==> src/rtl/controle_mais_menos.sv <==
// controle_mais_menos: sequencing controller for the 2-bit up/down level counter.
// Turns held button levels into single-cycle count commands, flags saturation,
// and locks the chosen level on confirmation.
// Optional feature macro: CONTROLE_AUTO_REPEAT_EN (auto-repeat while a single
// button is held; when undefined SEGURA only waits for release).
module controle_mais_menos #(
  parameter int HOLD_CYCLES   = 50,
  parameter int REPEAT_CYCLES = 10
) (
  input  logic       clock,
  input  logic       reset,
  input  logic       ativo,
  input  logic       btn_mais,
  input  logic       btn_menos,
  input  logic       confirma,
  input  logic [1:0] nivel,
  output logic       conta_enable,
  output logic       conta_mais,
  output logic       conta_menos,
  output logic       limite,
  output logic       pronto,
  output logic [1:0] nivel_escolhido
);

  localparam logic [1:0] OCIOSO  = 2'd0;
  localparam logic [1:0] ESPERA  = 2'd1;
  localparam logic [1:0] SEGURA  = 2'd2;
  localparam logic [1:0] TRAVADO = 2'd3;

  // Parameter sanity: a repeat must leave room for the counter update, and the
  // repeat interval must fit in the hold counter.
  if (REPEAT_CYCLES < 2 || REPEAT_CYCLES > HOLD_CYCLES || HOLD_CYCLES < 1) begin : g_param_invalido
    $error("controle_mais_menos: requires 2 <= REPEAT_CYCLES <= HOLD_CYCLES");
  end

  logic [1:0] estado_reg, estado_next;
  logic       enable_next, mais_next, menos_next, limite_next, pronto_next;
  logic [1:0] escolhido_next;
  logic       pede_mais, pede_menos;
  logic       so_mais, so_menos;

  assign so_mais  = btn_mais & ~btn_menos;
  assign so_menos = btn_menos & ~btn_mais;

`ifdef CONTROLE_AUTO_REPEAT_EN
  localparam int CW = $clog2(HOLD_CYCLES + 1);

  logic [CW-1:0] cnt_reg, cnt_next;
  logic          repetindo_reg, repetindo_next;
  logic [1:0]    lado_reg, lado_next;
  logic [CW-1:0] limiar;
  logic          dispara;

  assign limiar = repetindo_reg ? CW'(REPEAT_CYCLES) : CW'(HOLD_CYCLES);

  // Hold timing: counts edges since the last pulse (or since the held button changed).
  always_comb begin
    cnt_next       = cnt_reg;
    repetindo_next = repetindo_reg;
    lado_next      = lado_reg;
    dispara        = 1'b0;
    if (estado_reg == ESPERA && ativo && (btn_mais || btn_menos)) begin
      // First press: this edge is offset 0 of the hold measurement.
      cnt_next       = CW'(1);
      repetindo_next = 1'b0;
      lado_next      = {so_mais, so_menos};
    end else if (estado_reg == SEGURA && ativo) begin
      if (so_mais || so_menos) begin
        if ({so_mais, so_menos} != lado_reg) begin
          // Different button now held: restart the hold measurement.
          cnt_next       = CW'(1);
          repetindo_next = 1'b0;
          lado_next      = {so_mais, so_menos};
        end else if (cnt_reg >= limiar) begin
          dispara        = 1'b1;
          cnt_next       = CW'(1);
          repetindo_next = 1'b1;
        end else if (cnt_reg != {CW{1'b1}}) begin
          cnt_next = cnt_reg + 1'b1;
        end
      end else if (btn_mais && btn_menos) begin
        // Both held: no single direction, any later single press restarts.
        lado_next = 2'b00;
      end
    end
  end

  // Hold-timing state registers.
  always_ff @(posedge clock or posedge reset) begin
    if (reset) begin
      cnt_reg       <= '0;
      repetindo_reg <= 1'b0;
      lado_reg      <= 2'b00;
    end else begin
      cnt_reg       <= cnt_next;
      repetindo_reg <= repetindo_next;
      lado_reg      <= lado_next;
    end
  end
`endif

  // Next-state and command decision; pulses are requested here and then
  // filtered by the saturation check below.
  always_comb begin
    estado_next    = estado_reg;
    pede_mais      = 1'b0;
    pede_menos     = 1'b0;
    escolhido_next = nivel_escolhido;
    if (!ativo) begin
      estado_next = OCIOSO;
    end else begin
      case (estado_reg)
        OCIOSO: estado_next = ESPERA;
        ESPERA: begin
          if (btn_mais && btn_menos) begin
            estado_next = SEGURA;
          end else if (so_mais) begin
            pede_mais   = 1'b1;
            estado_next = SEGURA;
          end else if (so_menos) begin
            pede_menos  = 1'b1;
            estado_next = SEGURA;
          end else if (confirma) begin
            escolhido_next = nivel;
            estado_next    = TRAVADO;
          end
        end
        SEGURA: begin
          if (!btn_mais && !btn_menos) begin
            estado_next = ESPERA;
          end else begin
`ifdef CONTROLE_AUTO_REPEAT_EN
            pede_mais  = dispara & so_mais;
            pede_menos = dispara & so_menos;
`endif
          end
        end
        default: estado_next = TRAVADO;
      endcase
    end
  end

  // Saturation: a request at the counter limit becomes a limite flag instead.
  always_comb begin
    enable_next = 1'b0;
    mais_next   = 1'b0;
    menos_next  = 1'b0;
    limite_next = 1'b0;
    if (pede_mais) begin
      if (nivel != 2'd3) begin
        enable_next = 1'b1;
        mais_next   = 1'b1;
      end else begin
        limite_next = 1'b1;
      end
    end else if (pede_menos) begin
      if (nivel != 2'd0) begin
        enable_next = 1'b1;
        menos_next  = 1'b1;
      end else begin
        limite_next = 1'b1;
      end
    end
    pronto_next = (estado_next == TRAVADO);
  end

  // State and registered outputs.
  always_ff @(posedge clock or posedge reset) begin
    if (reset) begin
      estado_reg      <= OCIOSO;
      conta_enable    <= 1'b0;
      conta_mais      <= 1'b0;
      conta_menos     <= 1'b0;
      limite          <= 1'b0;
      pronto          <= 1'b0;
      nivel_escolhido <= 2'd0;
    end else begin
      estado_reg      <= estado_next;
      conta_enable    <= enable_next;
      conta_mais      <= mais_next;
      conta_menos     <= menos_next;
      limite          <= limite_next;
      pronto          <= pronto_next;
      nivel_escolhido <= escolhido_next;
    end
  end

endmodule

==> config.mk <==
export PLATFORM = sky130hd
export DESIGN_NAME = controle_mais_menos
export DESIGN_NICKNAME = d
export VERILOG_FILES = /design/src/rtl/controle_mais_menos.sv
export SDC_FILE = /design/constraint.sdc
export NUM_CORES = 1
export LEC_CHECK = 0
export CAP_MARGIN = 20
export CORE_AREA = 2 2 39 41
export DETAILED_ROUTE_END_ITERATION = 10
export DIE_AREA = 0 0 41 43
export DONT_BUFFER_PORTS = 1
export PLACE_DENSITY = 0.45
export SYNTH_ARGS = -nofsm -noshare
export SYNTH_HDL_FRONTEND = slang
export SYNTH_SLANG_ARGS = --single-unit
export TNS_END_PERCENT = 20
==> constraint.sdc <==
create_clock -name clock -period 3.65 [get_ports clock]
set_input_delay 0.5475 -clock clock [delete_from_list [all_inputs] [get_ports clock]]
set_output_delay 0.5475 -clock clock [all_outputs]
set_load 0.05 [all_outputs]
==> results of run 1 <==
==> final cells by class <==
cell class,count,area share (%)
Sequential cell,9,50.00
Multi-Input combinational cell,25,38.89
Clock buffer,4,5.833
Tap cell,16,4.444
Inverter,1,0.8333
==> routing by layer <==
layer  track usage [%]  vias to the layer above
met5                 0                        -
met4             12.00                        0
met3             6.806                        4
met2             13.44                       14
met1             13.53                      125
li1                  -                      131
==> cells in the mapped netlist (all sizes together) (2+ instances only) <==
cell / count
a21oi: 3
dfrtp: 9
mux2: 2
nand2: 3
nor2: 6
nor2b: 2
==> cell families after synthesis <==
family / share of synthesized area [%]
buf+inv: 0.9279
xor+xnor: 2.168
flops: 55.73
simple gates: 23.53
compound gates: 10.22
mux: 7.431
==> per-stage QoR <==
stage          cell area (um2)  util (%)
3_3_place_gp             424.2     30.65
5_1_grt                  450.4     32.55
6_report                 450.4     32.55
3_5_place_dp             424.2     30.65
4_1_cts                  450.4     32.55
2_1_floorplan            404.1         -
==> path summary, 6_finish.rpt <==
path,startpoint,to,cells past startpoint
worst max register to register,estado_reg[1],nivel_escolhido[1],3
worst min-delay path,reset,conta_menos,1
min in group clock,ativo,estado_reg[0],1
worst max-delay path,estado_reg[1],nivel_escolhido[1],3
worst min register to register,estado_reg[1],estado_reg[1],2
max in group asynchronous,reset,nivel_escolhido[0],1
==> report_power, final <==
| part | total, mW | internal, mW | switching (mW) | leakage [nW] |
|---|---|---|---|---|
| sequential | 0.150 | 0.110 | 0.0393 | 0.120 |
| combinational | 0.0279 | 0.0176 | 0.0103 | 0.0759 |
| clock | 0.0778 | 0.0422 | 0.0356 | 0.0150 |
| total | 0.255 | 0.170 | 0.0852 | 0.211 |
==> critical path, stage by stage (launching register included) <==
cell	delay (ns)
dfrtp_1	0.41
nand3b_4	0.19
or4b_4	0.53
mux2_4	0.31
==> summary.md, run 1 <==
| Metric | Value |
|---|---|
| Status | `finished, final reports clean` |
| Syn_area_per_cell | `11.55 um2` |
| Placed Instances | `51` |
| Commonest non-fill, non-tap cell in the layout | `dfrtp_1` |
| Critical Path Start Type | `flip-flop` |
| Share of the synthesized area in the top cell type | `55.73%` |
| Power Density | `566.6 nW/um2` |
| Initial core utilization | `29.20%` |
| Syn Nets | `43` |
| Worst Path Required | `3.80 ns` |
| CTS-repair resized insts | `0` |
| # DRC | `0` |
| Hold Path Class | `input pin to async pin` |
| Crit path kind | `flip-flop to flip-flop` |
| Setup WS post-layout | `2.093 ns` |
| Setup TNS Final | `0 ns` |
| Clk sink count | `9` |
| Period utilisation layout | `42.65%` |
| Die area | `1763 um2` |
| Starting DRT DRC Count | `4` |
| Setup Fix Bufs, Post-CTS | `0` |
| Yosys reg bits | `9` |
| Max Used Layer | `met4` |
| DP Worst Slack | `2.063 ns` |
| Yosys top cell by area | `dfrtp_1` |
| YS warnings | `0` |
| Core footprint | `1384 um2` |
| Worst hold margin | `0.1410 ns` |
| Metal2 WL | `320 um` |
| Max Cap Violations | `0` |
| Routability congestion estimate | `0.7829` |
| Multi-input gate area | `175.2 um2` |
| First-pass GRT wire length | `1.255 mm` |
| All-layer global routing usage | `11.64%` |
| Layout area overhead | `11.45%` |
| Remaining antenna violation count | `0` |
| CTS tree | `done` |
| Synth cell types | `16` |
| CP max FO | `5` |
| Clk_skew | `0.0003766 ns` |
| Worst-Margin Slew | `0.4721 ns` |
| Cell Count, Final, Fillers Out | `55` |
| DRT Pass-1 Iters | `3` |
| Inserted Clock Buffers | `3` |
| Register area | `225.2 um2` |
| Most frequent cells in the layout | `9 x dfrtp_1, 6 x nor2_1, 3 x a21oi_1, 3 x nand2_1, 3 x clkbuf_4` |
| Port-buffer cells | `0` |
| Ratio of cells with drive above 1 in the final layout | `17.95%` |
| Clk slew on worst S/H paths | `0.06 ns` |
| Io pins | `15` |
| Routed wire length per instance | `13.89 um` |
| Final-report hold violation count | `0` |
| Die X | `41 um` |
| Clk Tree Root Cell | `clkbuf_4` |
| Worst vdd ir | `0.1637 mV` |
| Tmin final | `1.557 ns` |
| Wl on met1 | `318 um` |
| RSZ-0062 raised after global routing | `no` |
| Synth top area cells | `dfrtp_1 56%, mux2_4 7.4%, nor2_1 5.6%` |
| Die H | `43 um` |
| Register area share after synthesis | `55.73%` |
| Fmax | `642.3 MHz` |
| CTS max path bufs | `2` |
| Asr flop ratio synth | `100.0%` |
| Max Slew Vio Count | `0` |
| Nets | `48` |
| Ant. Diodes | `0` |
| Cells after Synth | `35` |
| Largest net degree at the start of global routing | `10` |
| Hold buffers post-CTS | `0` |
| Leak | `0.2111 nW` |
| Initial antenna violation count | `0` |
| Worst Setup End Kind | `flip-flop` |
| CP arrival | `1.70 ns` |
| H-tree depth | `1` |
| Vias in the first global route | `290` |
| Routed length on met3 | `96 um` |
| Setup-failing EPs final | `0` |
| Syn Std Cell Area | `404.1 um2` |
| Reg2reg setup slack | `2.09 ns` |
| EDFF count, synth | `0` |
| Grt total ovfl | `0` |
| FP Rows | `14` |
| DR vias/cell | `4.982` |
| Top_reg_cell synth | `dfrtp_1` |
| Fill cell count | `154` |
| Final Total Pwr | `0.2552 mW` |
| Vias after detailed routing | `274` |
| Clk_lat worst skew | `0.26 ns` |
| Rel. slew slack | `68.53%` |
| Final wirelength | `764 um` |
(Power assumes the default switching activity.)
==> inputs of run 2 (changes only) <==
==> constraint.sdc (replaced) <==
create_clock -name clock -period 1.5 [get_ports clock]
set_input_delay 0.225 -clock clock [delete_from_list [all_inputs] [get_ports clock]]
set_output_delay 0.225 -clock clock [all_outputs]
set_load 0.05 [all_outputs]
==> run 2 against run 1 <==
  * Global-route usage is 0.77 points higher
  * Sequential share of layout area decreased by 3.4 points
  * Total power rose by 150%
  * Worst hold slack lost 0.065 ns
  * Highest routed layer unchanged
==> summary.md, run 2 (synthesis results as in run 1) <==
| Metric | Value |
|---|---|
| Final-report hold violation count | `0` |
| Switching share of power | `32.53%` |
| First-pass GRT wire length | `1.400 mm` |
| # DRC | `0` |
| Io pins | `15` |
| Leak | `0.2298 nW` |
| Rel. slew slack | `67.91%` |
| CTS-repair resized insts | `0` |
| CTS max path bufs | `2` |
| Port-buffer cells | `0` |
| Sequential Power Share | `56.8%` |
| Routed wire length per instance | `12.58 um` |
| Crit path kind | `flip-flop to flip-flop` |
| Setup Fix Bufs, Post-CTS | `0` |
| Setup-failing EPs final | `0` |
| Clk slew on worst S/H paths | `0.06 ns` |
| CTS tree | `done` |
| Critical Path Start Type | `flip-flop` |
| Reg2reg setup slack | `0.03 ns` |
| Die H | `43 um` |
| Worst R2R Start | `estado_reg[1]` |
| Clk_lat worst skew | `0.26 ns` |
| Worst vdd ir | `0.6284 mV` |
| Tmin final | `1.470 ns` |
| Sw power | `0.2055 mW` |
| All-layer global routing usage | `12.41%` |
| Worst Setup End Kind | `flip-flop` |
| Die X | `41 um` |
| Gate power share | `13.9%` |
| Core footprint | `1384 um2` |
| DRT Pass-1 Iters | `2` |
| DP Worst Slack | `0.03250 ns` |
| Die area | `1763 um2` |
| Hold Path Class | `input pin to flip-flop` |
| Worst hold stages | `1` |
| Reg-to-reg endpoint | `nivel_escolhido[1]` |
| Final wirelength | `742 um` |
| DR vias/cell | `4.898` |
| Vias after detailed routing | `289` |
| Grt total ovfl | `0` |
| Setup WS post-layout | `0.03048 ns` |
| Layout area overhead | `19.50%` |
| Worst Path Required | `1.65 ns` |
| Inserted Clock Buffers | `3` |
| Status | `finished, final reports clean` |
| Max Slew Vio Count | `0` |
| FP Rows | `14` |
| Routability congestion estimate | `0.7102` |
| Remaining antenna violation count | `0` |
| CP max FO | `2` |
| Post-route design area | `483.0 um2` |
| Clk_skew | `0.006675 ns` |
| Initial antenna violation count | `0` |
| Most frequent cells in the layout | `9 x dfrtp_1, 6 x nor2_1` |
| Worst-Margin Slew | `0.4814 ns` |
| R2r worst-path depth | `3` |
| Max Cap Violations | `0` |
| Ant. Diodes | `0` |
| Initial core utilization | `29.20%` |
| Power Density | `1308 nW/um2` |
| Clk sink count | `9` |
| H-tree depth | `1` |
| Period utilisation layout | `97.97%` |
| Largest net degree at the start of global routing | `10` |
| Placed cell area | `446.7 um2` |
| Vias in the first global route | `300` |
| RSZ-0062 raised after global routing | `yes` |
| Fmax | `680.5 MHz` |
| Ratio of cells with drive above 1 in the final layout | `23.26%` |
| Clk network pwr share | `29.2%` |
| Internal power | `0.4263 mW` |
| Commonest non-fill, non-tap cell in the layout | `dfrtp_1` |
| Starting DRT DRC Count | `1` |
| Hold_sp | `ativo` |
| CP arrival | `1.62 ns` |
| Nets | `52` |
| Clk Tree Root Cell | `clkbuf_4` |
| Post-DP HPWL | `581.2 um` |
| Final Total Pwr | `0.6318 mW` |
| Hold Path End | `estado_reg[0]` |
-- run 2: layer usage --
layer	wire length, um	global-route usage [%]	up-vias	part of all wire (%)
li1	-	-	136	-
met1	287	13.40	135	39
met2	355	17.19	13	48
met3	74	7.853	5	10
met4	25	8.000	0	3.4
met5	0	0	-	0
-- run 2: stage by stage --
stage	util (%)	std cells	TNS [ns]	hold slack, ns
floorplan	-	35	0	0.05292
global placement	32.28	54	0	0.09417
detailed placement	32.28	54	0	0.09837
CTS	34.90	59	0	0.06786
global route	34.90	59	-0.01535	0.07407
finish	34.90	59	0	0.07572
-- run 2: how the worst max path moves through the flow --
stage | start | end | slack, ns | depth (start not counted)
after global routing | estado_reg[1] | nivel_escolhido[1] | -0.01 | 3
after CTS | estado_reg[1] | nivel_escolhido[1] | 0.02 | 3
after detailed placement | estado_reg[1] | nivel_escolhido[1] | 0.03 | 3
after global placement | estado_reg[1] | nivel_escolhido[0] | 0.07 | 3
final | estado_reg[1] | nivel_escolhido[1] | 0.03 | 3
after floorplan | estado_reg[1] | nivel_escolhido[0] | 0.01 | 3
-- run 2: final cells by class --
cell class / instances / area [um2]
Fill cell: 146 / 900.9
Sequential cell: 9 / 225.2
Multi-Input combinational cell: 25 / 175.2
Timing Repair Buffer: 4 / 32.53
Clock buffer: 4 / 26.28
Tap cell: 16 / 20.02
Inverter: 1 / 3.754
-- run 2: repair_timing --
item,CTS,global route
hold endpoints to repair,9,0
hold buffers,1,0
endpoints found under the setup margin,0,2
-- run 2: critical path, stage by stage (launching register included) --
cell      delay (ns)
dfrtp_1         0.37
nand3b_4        0.15
or4b_4          0.51
mux2_4          0.32
-- run 2: power groups by stage --
stage	Clock, mW	Sequential, mW	Combinational, mW
floorplan	0	0.364	0.0603
global placement	0	0.365	0.0839
detailed placement	0	0.366	0.0877
CTS	0.194	0.361	0.0900
global route	0.214	0.365	0.100
finish	0.185	0.359	0.0881
==> inputs of run 3 (changes only) <==
--- a/config.mk
+++ b/config.mk
@@ -6,11 +6,13 @@
 export NUM_CORES = 1
 export LEC_CHECK = 0
 export CAP_MARGIN = 20
+export CELL_PAD_IN_SITES_DETAIL_PLACEMENT = 0
+export CELL_PAD_IN_SITES_GLOBAL_PLACEMENT = 2
 export CORE_AREA = 2 2 39 41
 export DETAILED_ROUTE_END_ITERATION = 10
 export DIE_AREA = 0 0 41 43
 export DONT_BUFFER_PORTS = 1
-export PLACE_DENSITY = 0.45
+export PLACE_DENSITY = 0.65
 export SYNTH_ARGS = -nofsm -noshare
 export SYNTH_HDL_FRONTEND = slang
 export SYNTH_SLANG_ARGS = --single-unit
==> run 3 against run 2 <==
  * Total power grew 3.4%
  * Clock skew is 0.0014 ns higher
  * Non-clock buffer count up 1
  * Die area stayed put
==> summary.md, run 3 (synthesis results as in run 1) <==
| Metric | Value |
|---|---|
| Final-report hold violation count | `0` |
| Post-DP HPWL | `660.1 um` |
| DRT Pass-1 Iters | `3` |
| Die H | `43 um` |
| Clk sink count | `9` |
| DR vias/cell | `5.133` |
| Layout area overhead | `21.36%` |
| Worst vdd ir | `0.3988 mV` |
| Initial core utilization | `29.20%` |
| Fmax | `681.5 MHz` |
| CP arrival | `1.61 ns` |
| Routed wire length per instance | `15.00 um` |
| CP max FO | `2` |
| Ant. Diodes | `0` |
| Die X | `41 um` |
| Setup-failing EPs final | `0` |
| Largest net degree at the start of global routing | `10` |
| Ratio of cells with drive above 1 in the final layout | `25.00%` |
| Inserted Clock Buffers | `3` |
| RSZ-0062 raised after global routing | `yes` |
| Core footprint | `1384 um2` |
| Worst hold margin | `0.07250 ns` |
| Vias after detailed routing | `308` |
| Worst Path Required | `1.65 ns` |
| FP Rows | `14` |
| Tmin final | `1.467 ns` |
| Vias in the first global route | `332` |
| Grt total ovfl | `0` |
| Hold Path Class | `input pin to flip-flop` |
| CTS tree | `done` |
| Crit path kind | `flip-flop to flip-flop` |
| Final Total Pwr | `0.6533 mW` |
| # DRC | `0` |
| Clk slew on worst S/H paths | `0.07 ns` |
| Worst Setup End Kind | `flip-flop` |
| Nets | `53` |
| Port-buffer cells | `0` |
| Critical Path Start Type | `flip-flop` |
| All-layer global routing usage | `13.18%` |
| Final wirelength | `900 um` |
| First-pass GRT wire length | `1.407 mm` |
| Commonest non-fill, non-tap cell in the layout | `dfrtp_1` |
| Remaining antenna violation count | `0` |
| Clk Tree Root Cell | `clkbuf_4` |
| H-tree depth | `1` |
| Io pins | `15` |
| Clk_skew | `0.008076 ns` |
| Period utilisation layout | `97.83%` |
| Leak | `0.2350 nW` |
| Power Density | `1332 nW/um2` |
| CTS max path bufs | `2` |
| Max Cap Violations | `0` |
| Status | `finished, final reports clean` |
| Most frequent cells in the layout | `9 x dfrtp_1, 6 x nor2_1, 4 x buf_4` |
| Initial antenna violation count | `0` |
| Routability congestion estimate | `0.7146` |
| Worst-Margin Slew | `0.4884 ns` |
| Clk_lat worst skew | `0.27 ns` |
| Max Slew Vio Count | `0` |
| Die area | `1763 um2` |
| Starting DRT DRC Count | `4` |
| Rel. slew slack | `67.44%` |
run 3: cell types whose count changed in the layout (fill, tap and decap cells not counted):
| cell | delta |
|---|---|
| buf_4 | +1 |
run 3: worst max-delay path, cell delays in order (launching register included):
cell and delay, ns:
dfrtp_1 0.38, nand3b_4 0.15, or4b_4 0.51, mux2_4 0.31
run 3: worst paths after layout:
path,cells past startpoint,endpoint,startpoint,slack [ns]
max in group asynchronous,2,nivel_escolhido[0],reset,0.88
min in group asynchronous,2,nivel_escolhido[1],reset,0.36
min,2,pronto,ativo,0.07
max,3,nivel_escolhido[0],estado_reg[1],0.03
min reg2reg,3,conta_mais,estado_reg[1],0.67
max reg2reg,3,nivel_escolhido[0],estado_reg[1],0.03
run 3: what timing repair did:
item / in CTS / in global routing
hold buffers: 1 / 0
endpoints found under the setup margin: 0 / 2
setup buffers: 0 / 1
resized for setup: 0 / 0
endpoints found under the hold margin: 9 / 0
run 3: area by class of cell:
| type | instances | area (um2) |
|---|---|---|
| sequential | 9 | 225.2 |
| multi-input combinational | 25 | 175.2 |
| inverter | 1 | 3.754 |
| tap | 16 | 20.02 |
| timing repair buffer | 5 | 40.04 |
| clock buffer | 4 | 26.28 |
| fill | 139 | 893.4 |
run 3: metrics by stage:
stage               cells    TNS, ns  instance area [um2]  utilization, %  setup slack, ns
global placement       54          0                446.7           32.28          0.07407
detailed placement     54          0                446.7           32.28          0.03857
global route           60  -0.008908                490.5           35.44        -0.005509
CTS                    59          0                483.0           34.90          0.02556
floorplan              35          0                404.1               -         0.009658
finish                 60          0                490.5           35.44          0.03261
run 3: metal layers:
metal / vias up / share of wire, % / track usage, % / routed length, um
met2: 14 / 55 / 21.88 / 491
li1: 143 / - / - / -
met4: 0 / 1.6 / 6.000 / 14
met5: - / 0 / 0 / 0
met3: 4 / 7.8 / 7.853 / 70
met1: 147 / 36 / 11.97 / 323
run 3: where the power goes:
group	switching [mW]	internal (mW)
Clock	0.0940	0.103
Combinational	0.0366	0.0592
Sequential	0.0928	0.268
Total	0.223	0.430
